`src/rtl/nzcv_flag_unit.sv`:
```
// NZCV flag register for the LEGv8 core: ALU flag generation, MSR writes,
// and a saved-flags copy for exception entry and return.
module nzcv_flag_unit #(
  parameter int N = 64
) (
  input  logic         clk,
  input  logic         reset,
  input  logic         stall,
  input  logic         ex_valid,
  input  logic         ex_setFlags,
  input  logic [1:0]   ex_op,
  input  logic [N-1:0] ex_a,
  input  logic [N-1:0] ex_b,
  input  logic         msr_we,
  input  logic [3:0]   msr_data,
  input  logic         exc_entry,
  input  logic         eret,
  output logic         negative,
  output logic         zero,
  output logic         carry,
  output logic         overflow,
  output logic [3:0]   saved_nzcv,
  output logic         conflict
);

  localparam logic [1:0] OP_ADD = 2'b00;
  localparam logic [1:0] OP_SUB = 2'b01;
  localparam logic [1:0] OP_AND = 2'b10;

  logic [3:0]   flags_q, flags_d;
  logic [3:0]   saved_q, saved_d;
  logic         conflict_q, conflict_d;

  logic         is_sub;
  logic [N:0]   sum;
  logic [N-1:0] res;
  logic         c_flag, v_flag;
  logic [3:0]   alu_nzcv;
  logic         alu_upd;

  // SUB is a + ~b + 1, so the carry out reads as "no borrow".
  always_comb begin
    is_sub   = (ex_op == OP_SUB);
    sum      = {1'b0, ex_a} + {1'b0, (is_sub ? ~ex_b : ex_b)} + {{N{1'b0}}, is_sub};
    res      = sum[N-1:0];
    c_flag   = sum[N];
    v_flag   = 1'b0;
    case (ex_op)
      OP_ADD: v_flag = (ex_a[N-1] == ex_b[N-1]) & (sum[N-1] != ex_a[N-1]);
      OP_SUB: v_flag = (ex_a[N-1] != ex_b[N-1]) & (sum[N-1] != ex_a[N-1]);
      default: v_flag = 1'b0;
    endcase
    if (ex_op == OP_AND) begin
      res    = ex_a & ex_b;
      c_flag = 1'b0;
    end
    alu_nzcv = {res[N-1], (res == '0), c_flag, v_flag};
    alu_upd  = ex_valid & ex_setFlags & (ex_op != 2'b11);
  end

  always_comb begin
    flags_d    = flags_q;
    saved_d    = saved_q;
    conflict_d = conflict_q;
    if (!stall) begin
      if (eret)         flags_d = saved_q;
      else if (msr_we)  flags_d = msr_data;
      else if (alu_upd) flags_d = alu_nzcv;
      // Saving the post-edge value lets an instruction completing with the entry land in the copy.
      if (exc_entry && !eret) saved_d = flags_d;
      conflict_d = eret & (msr_we | alu_upd);
    end
  end

  always_ff @(posedge clk or negedge reset) begin
    if (!reset) begin
      flags_q    <= 4'b0000;
      saved_q    <= 4'b0000;
      conflict_q <= 1'b0;
    end else begin
      flags_q    <= flags_d;
      saved_q    <= saved_d;
      conflict_q <= conflict_d;
    end
  end

  assign negative   = flags_q[3];
  assign zero       = flags_q[2];
  assign carry      = flags_q[1];
  assign overflow   = flags_q[0];
  assign saved_nzcv = saved_q;
  assign conflict   = conflict_q;

endmodule

```
`config.mk`:
```
export PLATFORM = sky130hd
export DESIGN_NAME = nzcv_flag_unit
export DESIGN_NICKNAME = d
export VERILOG_FILES = /design/src/rtl/nzcv_flag_unit.sv
export SDC_FILE = /design/constraint.sdc
export NUM_CORES = 1
export LEC_CHECK = 0
export BUFFER_PORTS_ARGS = -buffer_cell sky130_fd_sc_hd__clkbuf_2
export CELL_PAD_IN_SITES_DETAIL_PLACEMENT = 1
export CELL_PAD_IN_SITES_GLOBAL_PLACEMENT = 1
export CORE_ASPECT_RATIO = 0.75
export CORE_MARGIN = 2
export CORE_UTILIZATION = 36
export CTS_CLUSTER_SIZE = 14
export DETAILED_ROUTE_END_ITERATION = 7
export PLACE_DENSITY = 0.8
export RECOVER_POWER = 100
export REMOVE_ABC_BUFFERS = 1
export SYNTH_ARGS = -nofsm -noshare
export SYNTH_HDL_FRONTEND = slang
export SYNTH_SLANG_ARGS = --single-unit
```
`constraint.sdc`:
```
create_clock -name clk -period 1.1 [get_ports clk]
set_input_delay 0.22 -clock clk [delete_from_list [all_inputs] [get_ports clk]]
set_output_delay 0.22 -clock clk [all_outputs]
set_load 0.005 [all_outputs]
```
==> results.md, run 1 <==
- Number of I/O port buffers: 150
- Final Wtd Congestion: 1.03
- # rows: 43
- Root buffer cell: clkbuf_16
- Cells after synthesis: 967
- TritonCTS Sinks: 9
- Maximum number of pins on one net before global-route repair: 13
- Share of synthesized area occupied by flip-flops and latches: 3.39%
- Async S/R FF share, synth: between 90% and 100%
- Post-synth EDFFs: 0
- Post-synth top flop: dfrtp_1
- Vert. Die Dim: approximately 120 um
- Yosys Warn Count: 0
- Post-Syn Area: about 0.0066 mm2
- Outcome: did not finish
- Stopped at: 5_1_grt
- Starting Density: a little over a third
- Remaining global-route overflow: 47
- H-tree Lvls: 1
- Chip Width: 161 um
- HPWL after DPL: 35,600 um
- TritonCTS buffer count: 3
- Ports: approximately 150
- Worst endpoint type: register data pin
- Gr usage total: 80.4%
- Cell variety after synth: 87
- Worst endpoint after global-route timing repair: flags_q[2]$_DFFE_PN0N_/D
- Mean post-synth cell area: around 7 um2
- Run Error: [ERROR GRT-0232] Routing congestion too high. Check the congestion heatmap in the GUI.
- Max clock buf depth: 2
- Flops & latches, synth: 9
- Placed cell count: 1,710
metal layers:
metal / GRT overflow / GRT usage, %
met1: 1 / 77.9
met2: 20 / 96.2
met3: 1 / 67.4
met4: 25 / 85.5
met5: 0 / 35.9
logic make-up after synthesis:
logic type	count (synthesis)	synth area share [%]
buf+inv	72	4.25
compound gates	350	36.8
mux	5	0.753
fa+ha+maj	82	15.5
simple gates	352	26.4
xor+xnor	97	12.8
flops	9	3.39
synthesized netlist by cell type, types with 14 or more instances:
cell type / count / area (um2)
ha_1: 81 / 1010
nand3_1: 26 / 130
o211ai_1: 19 / 143
a21o_1: 22 / 165
clkbuf_1: 32 / 120
xor2_1: 15 / 131
nor2_1: 75 / 282
a211oi_1: 16 / 120
a22oi_1: 18 / 135
a21oi_1: 94 / 470
nand4_1: 32 / 200
xnor2_1: 82 / 718
nor3_1: 34 / 170
o21ai_0: 54 / 270
and3_1: 14 / 87.6
nand2_1: 100 / 375
inv_1: 30 / 113
through the flow:
stage	instance area [um2]	worst slack (ps)	TNS, ps	hold WS, ps	util (%)
floorplan	6480	-4450	-32330	-75.6	-
global placement	10500	-3520	-25670	80.5	57.2
detailed placement	10500	-3820	-28040	88.2	57.2
CTS	12000	-3070	-22690	317	65.5
what timing repair did:
action / 4_1_cts
endpoints found under the setup margin: 10
buffers inserted: 41
hold buffers: 1
gates resized for setup: 219
cloned: 4
hold endpoints to repair: 9
pin swaps: 77
==> run 2: changes to the inputs <==
==> config.mk (replaced) <==
export PLATFORM = sky130hd
export DESIGN_NAME = nzcv_flag_unit
export DESIGN_NICKNAME = d
export VERILOG_FILES = /design/src/rtl/nzcv_flag_unit.sv
export SDC_FILE = /design/constraint.sdc
export NUM_CORES = 1
export LEC_CHECK = 0
export BUFFER_PORTS_ARGS = -buffer_cell sky130_fd_sc_hd__clkbuf_2
export CORE_MARGIN = 2
export CORE_UTILIZATION = 40
export DETAILED_ROUTE_END_ITERATION = 7
export PLACE_DENSITY_LB_ADDON = 0.15
export RECOVER_POWER = 100
export REMOVE_ABC_BUFFERS = 1
export SYNTH_ARGS = -nofsm -noshare
export SYNTH_HDL_FRONTEND = slang
export SYNTH_SLANG_ARGS = --single-unit
==> constraint.sdc (replaced) <==
create_clock -name clk -period 1.4 [get_ports clk]
set_input_delay 0.28 -clock clk [delete_from_list [all_inputs] [get_ports clk]]
set_output_delay 0.28 -clock clk [all_outputs]
set_load 0.005 [all_outputs]
==> results.md, run 2 <==
- Outcome: finished with violations
- Violated checks: setup timing
- Max IR drop VDD: about 0.00048 V
- RSZ-0062 raised after global routing: true
- Post-route ant nets: 0
- Remaining DRCs: 0
- HPWL after DPL: 25,700 um (-28%)
- Share of synthesized area occupied by flip-flops and latches: 3.39% (unchanged)
- TritonCTS Sinks: 9 (unchanged)
- Average via count per standard cell: around 6
- Skew-Pair Late Insertion Delay: 240 ps
- Post-synth top flop: dfrtp_1
- Max clock buf depth: 2 (unchanged)
- Placed cell count: 1,681 (-1.7%)
- Final std cells w/o fill: 1,726
- Root buffer cell: clkbuf_16
- Die area: between 0.015 and 0.02 mm2
- Most frequent cells in the layout: 406 x buf_4, 145 x clkbuf_2, 93 x nand2_1, 72 x nor2_1, 68 x ha_1
- Max FO, Critical Path: 6
- Core area: 0.0164 mm2
- H-tree Lvls: 1 (unchanged)
- Maximum number of pins on one net before global-route repair: 15
- Post-synth top cells: 100 x nand2_1, 94 x a21oi_1, 82 x xnor2_1
- Fmax: 246 MHz
- Number of max-cap violations: 0
- Most common cell after layout, fill and taps aside: buf_4
- Synth top area share: 15.2% (unchanged)
- Cell variety after synth: 87 (unchanged)
- Post-route setup slack: -2660 ps
- Synth-to-Final Area Change: 79.4%
- Total iterations of the first detailed-routing run: 7
- Starting Density: 40.5% (+4.2 points)
- Synth area leader: ha_1
- Via count: around 10,000
- Final Cycle Share: 290%
- Number of I/O port buffers: 150 (unchanged)
- Top-count cell post-synth: nand2_1
- Flops & latches, synth: 9 (unchanged)
- DRT iter0 DRCs: roughly 880
- Ports: 151 (unchanged)
- Post-Syn Area: 0.00665 mm2 (unchanged)
- Filler cell count: 1,340
- Cells after synthesis: 967 (unchanged)
- Final Hold Viols: 0
- Vias in the first global route: 9,604
- Clock skew: 0.182 ps
- CTS tree: built
- Vert. Die Dim: 133 um (+9.2%)
- GR Util met2: 53.9%
- Hold Slack: 366 ps
- Relative slew slack: 64.0%
- Wire per inst: 19.2 um
- Yosys Warn Count: 0 (unchanged)
- Final Wtd Congestion: 1.03 (-0.91%)
- Hold WC Path Type: input pin to register
- WL final: ~33,000 um
- Layout cells sized above 1: 49.9%
- Global route hottest layer: met2
- First-pass GRT wire length: 50,200 um
- Remaining global-route overflow: 0
- Total power: 8490 uW
- Slew of the pin with the lowest slew margin: approximately 540 ps
- Reg clk slew, reported paths: 40 ps
- M1 GR Usage: 50.7%
- Worst setup path class: input pin to register
- Required @ worst endpoint: 1570 ps
- Met3 Usage GRT: ~8.0%
- Area contributors post-synth: ha_1 15%, xnor2_1 11%, a21oi_1 7.1%
- Leak: 0.00565 uW
- Gr usage total: between 30% and 40%
- Critical Path Sink Type: register
- # rows: 47 (+9.3%)
- PwrDens: between 700 and 800 mW/mm2
- Slew Viols, Final: 0
- Tmin final: 4060 ps
- Async S/R FF share, synth: 100% (unchanged)
- Chip Width: 133 um (-17%)
- Setup crit start kind: input pin
- Final setup violating endpoints: 8
- Mean post-synth cell area: 6.87 um2 (unchanged)
- Post-synth EDFFs: 0 (unchanged)
- TritonCTS buffer count: 3 (unchanged)
- Antenna cells: 0
- Crit path DAT: 4230 ps
- Final nets: 1,731
- Initial antenna violation count: 0
==> run 2: kinds of logic (layout without fill, tap and decap cells) <==
kind of cell,Yosys count,in the layout,share of synthesized area [%]
adders and majority gates,82,82,15.5
xor gates and xnor gates,97,97,12.8
AOI/OAI and AO/OA,350,350,36.8
muxes,5,5,0.753
and+or+nand+nor,352,355,26.4
buffers and inverters,72,608,4.25
DFF,9,9,3.39
==> run 2: cell type report <==
class	count	area [um2]	area share, %
Inverter	30	113	0.944
Clock inverter	1	5.00	0.0420
Timing Repair Buffer	574	4100	34.4
Clock buffer	3	75.1	0.630
Multi-Input combinational cell	889	7130	59.8
Sequential cell	9	225	1.89
Tap cell	220	275	2.31
==> run 2: repair_timing <==
| item | in CTS | in global routing |
|---|---|---|
| setup buffers | 22 | 13 |
| cloned | 5 | 1 |
| endpoints found under the setup margin | 8 | 8 |
| endpoints found under the hold margin | 9 | 0 |
| hold buffers | 1 | 0 |
| pin swaps | 67 | 53 |
| gates resized for setup | 145 | 86 |
==> run 2: metrics by stage <==
step                      setup TNS [ps]  worst slack [ps]  area, um2  utilization, %
final                             -20240             -2660      11900            72.7
after global routing              -21400             -2860      11900            72.7
after CTS                         -19470             -2580      11400            69.6
after detailed placement          -24050             -3180      10400            63.6
after global placement            -23820             -3220      10400            63.6
after floorplan                   -30410             -4210       6480               -
==> run 2: worst max-delay path: stages <==
cell and delay, ps:
clkbuf_16 140, or2b_4 310, xnor2_1 140, ha_1 380
a21oi_1 260, buf_4 190, o21a_1 190, o31ai_4 100
a2111oi_4 330, buf_4 190, nor2_2 60, a31oi_2 240
o21ai_0 120, a211o_1 250, a2111o_1 420, a2111oi_4 400
nand2_1 100, o21ai_1 120
==> run 2: worst paths after layout <==
check / from / endpoint / slack (ps) / cells past startpoint
worst max-delay path: ex_op[1] / flags_q[2] / -2660 / 18
max in group asynchronous: reset / saved_nzcv[2] / 510 / 2
worst min-delay path: msr_data[3] / saved_nzcv[3] / 370 / 3
worst max register to register: flags_q[2] / saved_nzcv[2] / -40 / 6
min in group asynchronous: reset / saved_nzcv[1] / 540 / 2
worst min register to register: conflict / conflict / 540 / 2
==> run 2: where the power goes <==
part	total, uW	switching, uW	internal (uW)	leakage [uW]
clock network	525	146	378	0.0000409
registers	346	41.5	305	0.000108
logic	7620	3870	3760	0.00551
total	8490	4060	4440	0.00565
==> run 2: per-layer routing <==
metal  part of all wire [%]  vias to the layer above
met4                    2.1                        0
met1                     44                     4739
li1                       -                     4795
met5                      0                        -
met2                     42                      524
met3                     12                       56
Note: power is estimated with default switching activity, not from simulation.
==> run 3: changes to the inputs <==
--- a/config.mk
+++ b/config.mk
@@ -9,7 +9,7 @@
 export CORE_MARGIN = 2
 export CORE_UTILIZATION = 40
 export DETAILED_ROUTE_END_ITERATION = 7
-export PLACE_DENSITY_LB_ADDON = 0.15
+export PLACE_DENSITY_LB_ADDON = 0.05
 export RECOVER_POWER = 100
 export REMOVE_ABC_BUFFERS = 1
 export SYNTH_ARGS = -nofsm -noshare
==> results.md, run 3 (synthesis gave the netlist of run 2 again) <==
- Starting Density: 40.5% (unchanged)
- Max IR drop VDD: 0.000510 V (+6.4%)
- Gr usage total: 33.8% (-1.6 points)
- HPWL after DPL: 26,000 um (+1.5%)
- TritonCTS Sinks: 9 (unchanged)
- Fmax: 236 MHz (-4.0%)
- WL final: 30,800 um (-7.2%)
- Violated checks: setup timing
- Ports: 151 (unchanged)
- Average via count per standard cell: 5.74 (-2.1%)
- Synth-to-Final Area Change: 71.7%
- Post-layout util: 69.6% (-3.1 points)
- Critical hold path startpoint: msr_data[3]
- Most frequent cells in the layout: 413 x buf_4, 143 x clkbuf_2, 98 x nand2_1, 75 x nor2_1, 70 x ha_1
- H-tree Lvls: 1 (unchanged)
- Antenna cells: 0 (unchanged)
- Total power: 8040 uW (-5.3%)
- Fin area: 0.0114 mm2 (-4.3%)
- Worst setup path class: input pin to register
- First-pass GRT wire length: 48,400 um (-3.5%)
- Final setup violating endpoints: 8 (unchanged)
- Slew Viols, Final: 0 (unchanged)
- Critical Path Sink Type: register
- CTS tree: built
- Layout cells sized above 1: 45.9% (-4.0 points)
- Slew of the pin with the lowest slew margin: 584 ps (+43.8 ps)
- Number of max-cap violations: 0 (unchanged)
- Required @ worst endpoint: 1560 ps (about the same)
- Vert. Die Dim: 133 um (unchanged)
- # rows: 47 (unchanged)
- TritonCTS buffer count: 3 (unchanged)
- DP Area: 0.0106 mm2 (+1.4%)
- Initial antenna violation count: 0 (unchanged)
- Hold WC Path Type: input pin to register
- Final nets: 1,724 (-0.40%)
- Number of I/O port buffers: 150 (unchanged)
- R2r setup slk: 80 ps (+120 ps)
- Final Hold Viols: 0 (unchanged)
- Post-route setup slack: -2830 ps (-169 ps)
- Max clock buf depth: 2 (unchanged)
- Tmin final: 4230 ps (+169 ps)
- Clock skew: 0.762 ps (+0.581 ps)
- Chip Width: 133 um (unchanged)
- Reg2reg start: flags_q[2]
- Leak: 0.00546 uW (-3.4%)
- Remaining global-route overflow: 0 (unchanged)
- Min-Delay Path Depth: 3 (unchanged)
- PwrDens: 704 mW/mm2 (-1.1%)
- Crit path DAT: 4390 ps (+160 ps)
- Reg clk slew, reported paths: 40 ps (about the same)
- Remaining DRCs: 0 (unchanged)
- Worst R2R End: saved_nzcv[2]
- Setup crit start kind: input pin
- Total iterations of the first detailed-routing run: 6 (-1)
- Post-route ant nets: 0 (unchanged)
- Via count: 9,860 (-2.5%)
- Hold Path End: saved_nzcv[3]
- Maximum number of pins on one net before global-route repair: 22 (+7)
- Outcome: finished with violations
- R2R cell count: 7 (+1)
- Skew-Pair Late Insertion Delay: 240 ps (about the same)
- Max FO, Critical Path: 21 (+15)
- RSZ-0062 raised after global routing: true
- DRT iter0 DRCs: 838 (-5.2%)
- Final Wtd Congestion: 1.03 (+0.71%)
- Vias in the first global route: 9,298 (-3.2%)
- Final Cycle Share: 302% (+12 points)
- Root buffer cell: clkbuf_16
- Wire per inst: 17.9 um (-6.8%)
- Relative slew slack: 60.7% (-3.3 points)
- Core area: 0.0164 mm2 (unchanged)
- Most common cell after layout, fill and taps aside: buf_4
- Die area: 0.0177 mm2 (unchanged)
-- run 3: cell types whose count changed in the layout (fill, tap and decap cells not counted), sizes merged --
cell | before | now
or2b | 4 | 1
bufbuf | 1 | 0
buf | 421 | 417
clkbuf | 154 | 155
-- run 3: repair_timing --
action | in CTS | in global routing
hold buffers | 1 | 0
resized for setup | 82 | 58
pin swaps | 19 | 17
hold endpoints to repair | 9 | 0
setup buffers | 3 | 9
setup endpoints to repair | 8 | 8
-- run 3: layout make-up --
cell class,count,area (um2)
timing repair buffer,570,3920
clock buffer,3,75.1
sequential,9,225
clock inverter,1,5.00
tap,220,275
inverter,30,113
fill,1512,4990
multi-input combinational,886,6800
-- run 3: power breakdown --
part	leakage [uW]	switching (uW)	internal (uW)
Combinational	0.00531	3640	3550
Sequential	0.000108	36.0	305
Clock	0.0000409	139	378
-- run 3: worst max path at each step --
stage              from       endpoint  slack (ps)  depth (start not counted)
2_1_floorplan  ex_op[0]  saved_nzcv[2]       -4210                         15
3_3_place_gp   ex_op[1]  saved_nzcv[2]       -3280                         19
3_5_place_dp   ex_op[1]  saved_nzcv[2]       -3220                         19
4_1_cts        ex_op[1]     flags_q[2]       -2710                         19
5_1_grt        ex_op[0]  saved_nzcv[2]       -3040                         18
6_report       ex_op[0]  saved_nzcv[2]       -2830                         18
-- run 3: metrics by stage --
step | hold slack, ps | cells | worst slack (ps) | setup TNS (ps)
floorplan | -15.6 | 925 | -4210 | -30410
global placement | 149 | 1702 | -3280 | -23490
detailed placement | 155 | 1702 | -3220 | -23550
CTS | 375 | 1710 | -2710 | -19930
global route | 414 | 1719 | -3040 | -21940
finish | 372 | 1719 | -2830 | -20310
-- run 3: critical path: stages --
cell and delay, ps:
clkbuf_2 90, or2b_4 300, buf_12 170, xnor2_2 170, ha_1 290, a21oi_1 250, o21ai_1 200, or3_1 360
or3_1 380, buf_4 170, a31oi_1 190, and3_1 190, o21ai_1 70, o41ai_2 400, nand2_1 160, a2111oi_4 430
nor2_1 100, nor3_2 120
-- run 3: metal layers --
metal | wire [um] | GRT usage (%)
met1 | 14700 | 51.7
met2 | 13000 | 51.8
met3 | 2660 | 3.49
met4 | 435 | 4.84
met5 | 0 | 0
